### src/rtl/rgb_bram_rd_sched.sv
// rgb_bram_rd_sched: read-port scheduler for the shared R/G/B input BRAMs.
// SA is the primary requester; DBG is served when SA is idle or once SA has
// taken STARVE_LIMIT consecutive grants while DBG waited. ps_busy blocks all
// grants. Each grant returns one packed word RD_LATENCY+2 cycles later.
// Optional: define RGB_SCHED_PERF_EN for saturating grant/stall counters.
module rgb_bram_rd_sched #(
  parameter int ADDR_WIDTH   = 13,
  parameter int PIX_WIDTH    = 16,
  parameter int MAX_ADDR     = 7056,
  parameter int RD_LATENCY   = 2,
  parameter int STARVE_LIMIT = 16
) (
  input  logic                  clk,
  input  logic                  rst_n,
  input  logic                  ps_busy,
  input  logic                  sa_req,
  input  logic [ADDR_WIDTH-1:0] sa_addr,
  output logic                  sa_gnt,
  input  logic                  dbg_req,
  input  logic [ADDR_WIDTH-1:0] dbg_addr,
  output logic                  dbg_gnt,
  output logic                  bram_en,
  output logic [ADDR_WIDTH-1:0] bram_addr,
  input  logic [PIX_WIDTH-1:0]  bram_dout_r,
  input  logic [PIX_WIDTH-1:0]  bram_dout_g,
  input  logic [PIX_WIDTH-1:0]  bram_dout_b,
  output logic [63:0]           rdata,
  output logic                  rdata_valid,
  output logic                  rdata_owner,
  output logic [1:0]            sched_state,
  output logic [31:0]           perf_sa,
  output logic [31:0]           perf_dbg,
  output logic [31:0]           perf_stall
);
  typedef enum logic [1:0] {ST_IDLE = 2'd0, ST_SA = 2'd1, ST_DBG = 2'd2, ST_STALL = 2'd3} state_t;

  localparam int CW = $clog2(STARVE_LIMIT + 1);
  localparam logic [CW-1:0]         STARVE_MAX = CW'(STARVE_LIMIT);
  localparam logic [ADDR_WIDTH:0]   MAX_A      = (ADDR_WIDTH + 1)'(MAX_ADDR);

  state_t                  state_q, state_d;
  logic [CW-1:0]           starve_q, starve_d;
  logic                    bram_en_q, bram_en_d;
  logic [ADDR_WIDTH-1:0]   bram_addr_q, bram_addr_d;
  logic [RD_LATENCY:0]     vld_pipe_q, vld_pipe_d;
  logic [RD_LATENCY:0]     own_pipe_q, own_pipe_d;
  logic [RD_LATENCY:0]     pad_pipe_q, pad_pipe_d;
  logic [63:0]             rdata_q, rdata_d;
  logic                    rdata_valid_q, rdata_valid_d;
  logic                    rdata_owner_q, rdata_owner_d;
  logic                    gnt_any, gnt_pad;
  logic [ADDR_WIDTH-1:0]   gnt_addr;

  // Grant arbitration: busy blocks everything, DBG wins when SA idle or starved.
  always_comb begin
    sa_gnt  = 1'b0;
    dbg_gnt = 1'b0;
    if (rst_n && !ps_busy) begin
      if (dbg_req && (!sa_req || starve_q == STARVE_MAX)) dbg_gnt = 1'b1;
      else if (sa_req)                                   sa_gnt  = 1'b1;
    end
    gnt_any  = sa_gnt | dbg_gnt;
    gnt_addr = dbg_gnt ? dbg_addr : sa_addr;
    gnt_pad  = ({1'b0, gnt_addr} >= MAX_A);
  end

  // Next-state for FSM, starvation counter, issue stage and return pipeline.
  always_comb begin
    if (ps_busy)      state_d = ST_STALL;
    else if (sa_gnt)  state_d = ST_SA;
    else if (dbg_gnt) state_d = ST_DBG;
    else              state_d = ST_IDLE;

    starve_d = starve_q;
    if (!ps_busy) begin
      if (dbg_gnt || !dbg_req)                   starve_d = '0;
      else if (sa_gnt && starve_q != STARVE_MAX) starve_d = starve_q + 1'b1;
    end

    bram_en_d   = gnt_any && !gnt_pad;
    bram_addr_d = gnt_any ? gnt_addr : bram_addr_q;

    vld_pipe_d = {vld_pipe_q[RD_LATENCY-1:0], gnt_any};
    own_pipe_d = {own_pipe_q[RD_LATENCY-1:0], dbg_gnt};
    pad_pipe_d = {pad_pipe_q[RD_LATENCY-1:0], gnt_pad};

    rdata_valid_d = vld_pipe_q[RD_LATENCY];
    rdata_d       = rdata_q;
    rdata_owner_d = rdata_owner_q;
    if (vld_pipe_q[RD_LATENCY]) begin
      rdata_owner_d = own_pipe_q[RD_LATENCY];
      rdata_d       = pad_pipe_q[RD_LATENCY] ? 64'd0 :
                      {{(64 - 3 * PIX_WIDTH){1'b0}}, bram_dout_r, bram_dout_g, bram_dout_b};
    end
  end

  // State registers; reset drops any reads still in flight.
  always_ff @(posedge clk or negedge rst_n) begin
    if (!rst_n) begin
      state_q       <= ST_IDLE;
      starve_q      <= '0;
      bram_en_q     <= 1'b0;
      bram_addr_q   <= '0;
      vld_pipe_q    <= '0;
      own_pipe_q    <= '0;
      pad_pipe_q    <= '0;
      rdata_q       <= '0;
      rdata_valid_q <= 1'b0;
      rdata_owner_q <= 1'b0;
    end else begin
      state_q       <= state_d;
      starve_q      <= starve_d;
      bram_en_q     <= bram_en_d;
      bram_addr_q   <= bram_addr_d;
      vld_pipe_q    <= vld_pipe_d;
      own_pipe_q    <= own_pipe_d;
      pad_pipe_q    <= pad_pipe_d;
      rdata_q       <= rdata_d;
      rdata_valid_q <= rdata_valid_d;
      rdata_owner_q <= rdata_owner_d;
    end
  end

  assign sched_state = state_q;
  assign bram_en     = bram_en_q;
  assign bram_addr   = bram_addr_q;
  assign rdata       = rdata_q;
  assign rdata_valid = rdata_valid_q;
  assign rdata_owner = rdata_owner_q;

`ifdef RGB_SCHED_PERF_EN
  logic [31:0] perf_sa_q, perf_sa_d, perf_dbg_q, perf_dbg_d, perf_stall_q, perf_stall_d;

  // Saturating event counters.
  always_comb begin
    perf_sa_d    = perf_sa_q;
    perf_dbg_d   = perf_dbg_q;
    perf_stall_d = perf_stall_q;
    if (sa_gnt && perf_sa_q != 32'hFFFF_FFFF)   perf_sa_d  = perf_sa_q + 32'd1;
    if (dbg_gnt && perf_dbg_q != 32'hFFFF_FFFF) perf_dbg_d = perf_dbg_q + 32'd1;
    if (ps_busy && (sa_req | dbg_req) && perf_stall_q != 32'hFFFF_FFFF)
      perf_stall_d = perf_stall_q + 32'd1;
  end

  // Counter registers, cleared only by reset.
  always_ff @(posedge clk or negedge rst_n) begin
    if (!rst_n) begin
      perf_sa_q    <= '0;
      perf_dbg_q   <= '0;
      perf_stall_q <= '0;
    end else begin
      perf_sa_q    <= perf_sa_d;
      perf_dbg_q   <= perf_dbg_d;
      perf_stall_q <= perf_stall_d;
    end
  end

  assign perf_sa    = perf_sa_q;
  assign perf_dbg   = perf_dbg_q;
  assign perf_stall = perf_stall_q;
`else
  assign perf_sa    = 32'd0;
  assign perf_dbg   = 32'd0;
  assign perf_stall = 32'd0;
`endif
endmodule

### config.mk
export PLATFORM = sky130hd
export DESIGN_NAME = rgb_bram_rd_sched
export DESIGN_NICKNAME = d
export VERILOG_FILES = /design/src/rtl/rgb_bram_rd_sched.sv
export SDC_FILE = /design/constraint.sdc
export NUM_CORES = 1
export LEC_CHECK = 0
export ABC_CLOCK_PERIOD_IN_PS = 4900
export CORE_MARGIN = 2
export CORE_UTILIZATION = 41
export CTS_CLUSTER_SIZE = 20
export DETAILED_ROUTE_END_ITERATION = 8
export PLACE_DENSITY = 0.87
export REMOVE_ABC_BUFFERS = 1
export SYNTH_ARGS = -nofsm -noshare
export SYNTH_HDL_FRONTEND = slang
export SYNTH_SLANG_ARGS = --single-unit
### constraint.sdc
create_clock -name clk -period 4.9 [get_ports clk]
set_clock_uncertainty 0.05 [all_clocks]
set_input_delay 0.49 -clock clk [delete_from_list [all_inputs] [get_ports clk]]
set_output_delay 0.49 -clock clk [all_outputs]
set_load 0.01 [all_outputs]
==> metrics <==
status=finished clean; DRT Wirelength=about 9.9 mm; peak supply drop=around 130 µV; post-DP HPWL=around 7.3 mm; Mapped Cells=around 450; leakage=around 2.6 nW; Setup TNS=0 ns; Final Hold Viols=0; Worst Setup End Kind=primary output; Startpoint Class=input port; warnings from Yosys=0; unique cell type count in the Yosys netlist=36; worst-path cell chain=dlygate4sd3_1 > buf_4 > nand3b_2 > a21oi_4 > clkdlybuf4s50_1; FFs w/ async S/R, synth=100%; ratio of cells with drive above 1 in the final layout=4.68%; initial antenna violation count=0; clk slew on worst S/H paths=0.08 ns; htree depth=3; critical path type=in2out; Final setup violation count=0; slowest cell on the critical path=clkdlybuf4s50_1; most frequent cells in the layout=145 x clkdlybuf4s50_1, 112 x conb_1, 79 x dfrtp_1, 70 x inv_1, 56 x o21ai_0; Die Y=between 100 and 150 µm; commonest non-fill, non-tap cell in the layout=clkdlybuf4s50_1; Buffers on Ports=146; RD Place Congestion=roughly 0.83; vias per cell=roughly 4.4; Initial DRC Count=158; critical path's largest stage delay=0.64 ns; Least-Margin Pin Slew=1.19 ns; worst-skew pair later-pin latency=roughly 0.33 ns; Final Cycle Share=60.7%; Cell Pwr Density=roughly 320 nW/µm²; IO Count=roughly 260; HP Class=reg2reg; DRT Pass-1 Iters=4; area added between synthesis and finish=32.1%; required time of the critical path=4.36 ns; post-route minimum period=2.97 ns; Core ar.=about 10,000 µm²; RSZ-0062 raised after global routing=no; Die ar.=~11,000 µm²; CTS Buffer Depth=2; routed len/inst=between 10 and 15 µm; Vias=~3,200; crit-path max FO=20; largest net degree at the start of global routing=slightly below 100; Overflow after GRT=0; syn avg cell area=9.48 µm²; DRC=0; cts repair resizes=0; number of global-route vias before repair=just over 3,000; top-area cell type share of the netlist area=between 40 and 50%; CTS Root Cell=clkbuf_8; Slew headroom=roughly a fifth; Post-layout nets=around 670; sequential share of the synthesized area=46.5%; GRT Total Usage=17.0%; synthesized flop and latch total=80; CTS tree=done; # clock sinks=80; dominant cells by area after synthesis=dfrtp_1 46%, buf_4 20%, nand3b_1 8.4%; Post-synth EDFFs=0; Pins Over Slew Limit=0; Most used DFF post-synth=dfrtp_1; first-pass GRT wire length=between 15 and 20 mm; cell taking the most area after synthesis=dfrtp_1; TritonCTS Buffers=9; WP data arrival=approximately 2.4 ns; fmax=between 300 and 400 MHz; number of max-cap violations=0; ANT cells=0; Initial Util=41.9%; total power=approximately 1.8 mW; Routed Antenna Nets=0; Synth Cell Area=4310 µm²; cell row count=37; Die Wd=~110 µm
-- registers in the layout (all words and copies together) (netlist names), 2 cells and up --
name and flops:
bram_addr 13, sched_state 2, rdata 48, own_pipe_q 3, pad_pipe_q 3, vld_pipe_q 3
starve_q 5
-- synthesized netlist by cell type (2+ instances only) --
library cell and instances:
buf_2 5, o21ai_0 56, buf_1 3, nor3b_1 3
a221oi_1 9, clkbuf_1 12, and3_1 2, nand2_1 6
nand4_1 3, nand3_1 3, ha_1 2, a21oi_1 3
nand3b_1 48, buf_4 113, inv_1 70, o2111ai_1 2
nand2b_1 3, nor2_1 12, dfrtp_1 80, a221o_1 3
-- logic make-up after synthesis --
family / count (synthesis) / synth area share, %
flops: 80 / 46.5
mux: 1 / 0.262
compound gates: 78 / 11.0
other cells: 1 / 0.0871
buf+inv: 204 / 27.8
fa+ha+maj: 2 / 0.581
simple gates: 88 / 13.8
-- what timing repair did --
action                                  4_1_cts  5_1_grt
hold buffers                                  1        0
hold endpoints to repair                      6        0
endpoints found under the setup margin        0        0
setup buffers                                 0        0
-- routing by layer --
| metal | global-route usage [%] | up-vias | share of wire [%] |
|---|---|---|---|
| li1 | - | 1514 | - |
| met1 | 19.2 | 1532 | 37 |
| met2 | 30.7 | 168 | 53 |
| met3 | 3.62 | 17 | 7.6 |
| met4 | 7.42 | 0 | 2.1 |
| met5 | 0 | - | 0 |
-- where the power goes --
part           total, mW  internal [mW]  switching, mW
clock              0.546          0.330          0.217
sequential         0.805          0.749         0.0560
combinational      0.463          0.249          0.214
total               1.82           1.33          0.487
-- worst max-delay path: cells and delay by family --
family,cells,cell delay (ns)
compound gates,1,0.42
buf+inv,3,1.39
simple gates,1,0.12
-- stage by stage --
step,utilization [%],cells,instance area (µm²),setup WS (ns),hold WS (ns)
after global routing,55.3,734,5690,1.85,0.306
after CTS,55.3,734,5690,1.89,0.303
after detailed placement,53.0,717,5450,2.00,0.285
after global placement,53.0,717,5450,2.04,0.281
final,55.3,734,5690,1.93,0.302
after floorplan,-,432,3790,2.75,0.144
-- worst paths after layout --
check,from,endpoint,slack [ns],cells past startpoint
max,rst_n,dbg_gnt,1.93,5
min,pad_pipe_q[0],pad_pipe_q[1],0.30,0
max reg2reg,starve_q[0],bram_en,2.93,6
min reg2reg,pad_pipe_q[0],pad_pipe_q[1],0.30,0
max in group asynchronous,rst_n,vld_pipe_q[2],3.11,3
min in group asynchronous,rst_n,starve_q[0],0.49,2
-- layout make-up --
| type | count | area (µm²) |
|---|---|---|
| Tap cell | 136 | 170 |
| Clock buffer | 14 | 173 |
| Fill cell | 894 | 4590 |
| Multi-Input combinational cell | 281 | 1520 |
| Sequential cell | 80 | 2000 |
| Inverter | 71 | 267 |
| Timing Repair Buffer | 150 | 1490 |
| Clock inverter | 2 | 60.1 |
No activity file was read; power rests on OpenSTA's default activity.
